==> src/rtl/mem_arb.sv <==
// -----------------------------------------------------------------------------
// mem_arb -- single-ported memory arbiter for the SISC core.
//
// Shares one memory port between the instruction-fetch requester (I-port) and
// the data load/store requester (D-port). A granted access spends LAT cycles
// in ACCESS, then one cycle in DONE with the owner's ack high. Read data is
// captured into rdata at the end of the last ACCESS cycle. Stores leave rdata
// untouched. Every output is a flop.
//
// Build option:
//   MEM_ARB_RR_EN  defined   -> round-robin between simultaneous requesters
//                  undefined -> D-port always wins over the I-port
//
// Parameters:
//   AW   address width
//   DW   data width
//   LAT  memory latency in cycles (1..15)
//
// Ports:
//   clk, rst_f             clock, asynchronous active-low reset
//   req_i, addr_i          I-port read request and address
//   req_d, we_d, addr_d,   D-port request, write enable, address and
//   wdata_d                store data
//   ack_i, ack_d           one-cycle completion strobes
//   rdata                  read data, valid while an ack is high
//   busy, gnt_d            access in progress / owner (1 = D-port)
//   mem_addr, mem_wdata,   memory-side address, write data, write strobe
//   mem_we
//   mem_rdata              memory-side read data
// -----------------------------------------------------------------------------
module mem_arb #(
    parameter int AW  = 16,
    parameter int DW  = 32,
    parameter int LAT = 2
) (
    input  logic          clk,
    input  logic          rst_f,
    input  logic          req_i,
    input  logic [AW-1:0] addr_i,
    input  logic          req_d,
    input  logic          we_d,
    input  logic [AW-1:0] addr_d,
    input  logic [DW-1:0] wdata_d,
    output logic          ack_i,
    output logic          ack_d,
    output logic [DW-1:0] rdata,
    output logic          busy,
    output logic          gnt_d,
    output logic [AW-1:0] mem_addr,
    output logic [DW-1:0] mem_wdata,
    output logic          mem_we,
    input  logic [DW-1:0] mem_rdata
);

    typedef enum logic [1:0] {
        ST_IDLE   = 2'd0,
        ST_ACCESS = 2'd1,
        ST_DONE   = 2'd2
    } state_t;

    // Counter loads LAT-1 so that ACCESS spans exactly LAT cycles.
    localparam logic [3:0] CNT_INIT = 4'(LAT - 1);

    state_t     state_r;
    logic [3:0] cnt_r;
    logic       store_r;     // current access is a D-port store
    logic       any_req_s;
    logic       win_d_s;     // D-port would win if granted this cycle

`ifdef MEM_ARB_RR_EN
    logic       last_gnt_d_r; // owner of the most recent grant

    // Round-robin winner: on a tie the port not granted last goes first.
    always_comb begin
        any_req_s = req_i | req_d;
        if (req_i && req_d) begin
            win_d_s = ~last_gnt_d_r;
        end else begin
            win_d_s = req_d;
        end
    end

    // Remember who was granted last, updated at every grant edge.
    always_ff @(posedge clk or negedge rst_f) begin
        if (!rst_f) begin
            last_gnt_d_r <= 1'b0;
        end else if ((state_r == ST_IDLE) && any_req_s) begin
            last_gnt_d_r <= win_d_s;
        end else begin
            last_gnt_d_r <= last_gnt_d_r;
        end
    end
`else
    // Fixed priority: a pending D-port request always beats the I-port.
    always_comb begin
        any_req_s = req_i | req_d;
        if (req_d) begin
            win_d_s = 1'b1;
        end else begin
            win_d_s = 1'b0;
        end
    end
`endif

    // Access sequencer: IDLE -> ACCESS (LAT cycles) -> DONE (ack) -> IDLE.
    always_ff @(posedge clk or negedge rst_f) begin
        if (!rst_f) begin
            state_r   <= ST_IDLE;
            cnt_r     <= 4'd0;
            store_r   <= 1'b0;
            ack_i     <= 1'b0;
            ack_d     <= 1'b0;
            busy      <= 1'b0;
            gnt_d     <= 1'b0;
            mem_we    <= 1'b0;
            mem_addr  <= {AW{1'b0}};
            mem_wdata <= {DW{1'b0}};
            rdata     <= {DW{1'b0}};
        end else begin
            case (state_r)
                ST_IDLE: begin
                    ack_i <= 1'b0;
                    ack_d <= 1'b0;
                    if (any_req_s) begin
                        state_r  <= ST_ACCESS;
                        busy     <= 1'b1;
                        gnt_d    <= win_d_s;
                        cnt_r    <= CNT_INIT;
                        store_r  <= win_d_s & we_d;
                        mem_we   <= win_d_s & we_d;
                        mem_addr <= win_d_s ? addr_d : addr_i;
                        // Write data is only meaningful for a D-port store.
                        if (win_d_s && we_d) begin
                            mem_wdata <= wdata_d;
                        end else begin
                            mem_wdata <= mem_wdata;
                        end
                    end else begin
                        busy   <= 1'b0;
                        mem_we <= 1'b0;
                    end
                end
                ST_ACCESS: begin
                    // Write strobe lasts only for the first ACCESS cycle.
                    mem_we <= 1'b0;
                    if (cnt_r == 4'd0) begin
                        state_r <= ST_DONE;
                        ack_i   <= ~gnt_d;
                        ack_d   <= gnt_d;
                        if (!store_r) begin
                            rdata <= mem_rdata;
                        end else begin
                            rdata <= rdata;
                        end
                    end else begin
                        cnt_r <= cnt_r - 4'd1;
                    end
                end
                ST_DONE: begin
                    state_r <= ST_IDLE;
                    ack_i   <= 1'b0;
                    ack_d   <= 1'b0;
                    busy    <= 1'b0;
                end
                default: begin
                    state_r <= ST_IDLE;
                    ack_i   <= 1'b0;
                    ack_d   <= 1'b0;
                    busy    <= 1'b0;
                    mem_we  <= 1'b0;
                end
            endcase
        end
    end

endmodule

==> config.mk <==
export PLATFORM = sky130hd
export DESIGN_NAME = mem_arb
export DESIGN_NICKNAME = d
export VERILOG_FILES = /design/src/rtl/mem_arb.sv
export SDC_FILE = /design/constraint.sdc
export NUM_CORES = 1
export LEC_CHECK = 0
export ABC_AREA = 1
export CORE_MARGIN = 1
export CORE_UTILIZATION = 41
export CTS_CLUSTER_DIAMETER = 50
export CTS_CLUSTER_SIZE = 28
export DETAILED_ROUTE_END_ITERATION = 10
export PLACE_DENSITY = 0.8
export SLEW_MARGIN = 20
export SYNTH_ARGS = -nofsm -noshare
export SYNTH_HDL_FRONTEND = slang
export SYNTH_SLANG_ARGS = --single-unit
==> constraint.sdc <==
create_clock -name clk -period 2.8 [get_ports clk]
set_clock_uncertainty 0.1 [all_clocks]
set_input_delay 0.56 -clock clk [delete_from_list [all_inputs] [get_ports clk]]
set_output_delay 0.56 -clock clk [all_outputs]
set_load 0.05 [all_outputs]
==> flow_summary.json <==
{
  "min_period_ns": 2.21,
  "worst_slack_ns": 0.593,
  "intPower_uw": 3890,
  "die_area_um2": 10200,
  "initial_core_util_pct": 42.9,
  "crit_cells": 1,
  "place_hpwl_um": 7080,
  "required_ns": 2.14,
  "start_kind": "flop",
  "cts-buffers-inserted": 9,
  "slowest_stage": "clkdlybuf4s50_1",
  "route.vias.total": 3606,
  "grt_usage_pct": 19.9,
  "crit_path_end_kind": "primary output",
  "yosysSeqAreaShare_pct": 57.2,
  "die_w_um": 101,
  "fin_cells": 775,
  "rsz0062_at_grt": "false",
  "ir_drop_mv": 0.755,
  "critPathArrivalTime_ns": 1.55,
  "regArea_um2": 2300,
  "clock-root-buffer": "clkbuf_8",
  "cts_resized": 0,
  "post-place-ws_ns": 0.405,
  "avgRoutedWirePerCell_um": 12.5,
  "synth_warnings": 0,
  "dp.cells": 759,
  "io_buffers": 185,
  "r2r_slack_ns": 1.08,
  "path_clk_slew_ns": 0.09,
  "p_per_area_nw_per_um2": 1310,
  "fillers": 805,
  "areaGrowthSynthToFinish_pct": 52.1,
  "rows": 35,
  "multi_input_area_um2": 1330,
  "setup_violations": 0,
  "critical_path.max_fanout": 2,
  "cap_violations": 0,
  "hold_class": "in2async",
  "p_leak_uw": 0.00302,
  "cts_tree": "built",
  "fmax_mhz": 453,
  "avgSynthCellArea_um2": 8.69,
  "dr.pass1.iters": 4,
  "grt_antenna_before_repair": 0,
  "cts_hold_buf": 0,
  "gp_congestion": 0.742,
  "ys_ff_latch": 92,
  "via_per_inst": 4.65,
  "globalRouteOverflowTotal": 0,
  "sw_frac_of_total_pct": 51.3,
  "grt_pass1_vias": 3392,
  "crit_buf_inv": 1,
  "nets": 744,
  "cts.sinks": 92,
  "syn_area_um2": 4020,
  "critPathMaxStageDelay_ns": 0.83,
  "combPwrFrac_pct": 60.6,
  "p_clk_share_pct": 10.2,
  "grt_pass1_wl_um": 15800,
  "p_total_uw": 8000,
  "boundaryPins": 186,
  "path_cells": "clkdlybuf4s50_1",
  "critical_path_class": "reg2out",
  "cts_setup_buffers": 0,
  "seq_power_share_pct": 29.2,
  "worst_pin_slew_ns": 0.742,
  "r2r_cells": 5,
  "clkLatencyLatePin_ns": 0.33,
  "drc": 0,
  "cts_htree_levels": 3,
  "crit_family": "buffers and inverters",
  "maxSlewViolCount": 0,
  "diodes": 0,
  "drtIter0Drc": 120,
  "core_um2": 9370,
  "clk_path_buf_depth": 2,
  "finalSetupTns_ns": 0,
  "finalHoldViolations": 0,
  "status": "finished clean",
  "die_h_um": 101,
  "antenna_left": 0,
  "routed_wl_um": 9730,
  "max_slew_margin_pct": 50.6,
  "netlist-cell-type-count": 23,
  "timing.final.crit_share_pct": 78.8,
  "syn_inst": 463,
  "power.switching_uw": 4100,
  "synth_nets": 566,
  "grt_max_degree": 67,
  "drive_above_1_share_pct": 6.50
}
through the flow:
stage	area (um2)	hold WS (ns)	util [%]
after floorplan	4020	0.164	-
after global placement	5930	0.353	63.2
after detailed placement	5930	0.357	63.2
after CTS	6120	0.187	65.3
after global routing	6120	0.222	65.3
final	6120	0.174	65.3
sequential cells by signal (all words and copies together), names as in the netlist:
register   count
mem_addr      16
mem_we         1
mem_wdata     32
rdata         32
cnt_r          4
state_r        2
busy           1
store_r        1
ack_i          1
gnt_d          1
ack_d          1
kinds of logic after synthesis:
logic type | after synthesis | share of synthesized area [%]
simple gates | 232 | 24.9
fa+ha+maj | 2 | 0.622
buf+inv | 85 | 9.68
compound gates | 51 | 7.37
flops | 92 | 57.2
xor+xnor | 1 | 0.218
worst paths after layout:
check	end	start
min in group clk	rdata[7]	rdata[7]
worst min-delay path	mem_wdata[19]	rst_f
worst min register to register	rdata[7]	rdata[7]
worst max-delay path	mem_addr[10]	mem_addr[10]
max in group asynchronous	mem_wdata[20]	rst_f
worst max register to register	rdata[23]	state_r[1]
layout by cell type, fill, tap and decap left out, drive strengths merged:
cell type	Yosys	layout
nand2	185	185
clkdlybuf4s50	0	184
dfrtp	92	92
inv	58	58
o21ai	51	51
nand4	34	34
clkbuf	6	13
buf	20	9
nand3	7	7
nor2	6	6
ha	2	2
clkinvlp	0	2
clkinv	1	2
xor2	1	1
synth_stat cells:
master | n | area share (%)
clkbuf_2 | 1 | 0.12
o21ai_1 | 20 | 2.5
buf_8 | 1 | 0.37
o21ai_0 | 20 | 2.5
inv_1 | 56 | 5.2
nand2_1 | 185 | 17
buf_4 | 1 | 0.19
ha_1 | 2 | 0.62
nor2_1 | 4 | 0.37
nor2_4 | 1 | 0.28
o21ai_2 | 11 | 2.4
nand3_1 | 6 | 0.75
nand3_2 | 1 | 0.25
clkinv_1 | 1 | 0.093
nand4_2 | 1 | 0.31
nor2_8 | 1 | 0.50
buf_6 | 5 | 1.4
clkbuf_1 | 5 | 0.47
dfrtp_1 | 92 | 57
inv_2 | 2 | 0.19
buf_2 | 13 | 1.6
nand4_1 | 33 | 5.1
xor2_1 | 1 | 0.22
layout make-up:
| class | count | share of cell area, % |
|---|---|---|
| tap | 129 | 2.64 |
| inverter | 59 | 3.62 |
| multi-input combinational | 286 | 21.8 |
| timing repair buffer | 193 | 31.2 |
| sequential | 92 | 37.6 |
| clock buffer | 13 | 2.76 |
| clock inverter | 3 | 0.327 |
power by group through the flow:
stage	combinational, uW	sequential, uW	clock, uW
after floorplan	1240	4350	0
after global placement	4800	2340	0
after detailed placement	4880	2350	0
after CTS	4890	2340	855
after global routing	5150	2420	909
final	4850	2330	817
per-layer routing:
metal | GRT usage (%) | vias to the layer above | wire length [um]
met5 | 0 | - | 0
met3 | 5.69 | 12 | 683
li1 | - | 1805 | -
met1 | 24.6 | 1658 | 4260
met2 | 33.8 | 131 | 4660
met4 | 5.69 | 0 | 126
Note: power is estimated with default switching activity, not from simulation.
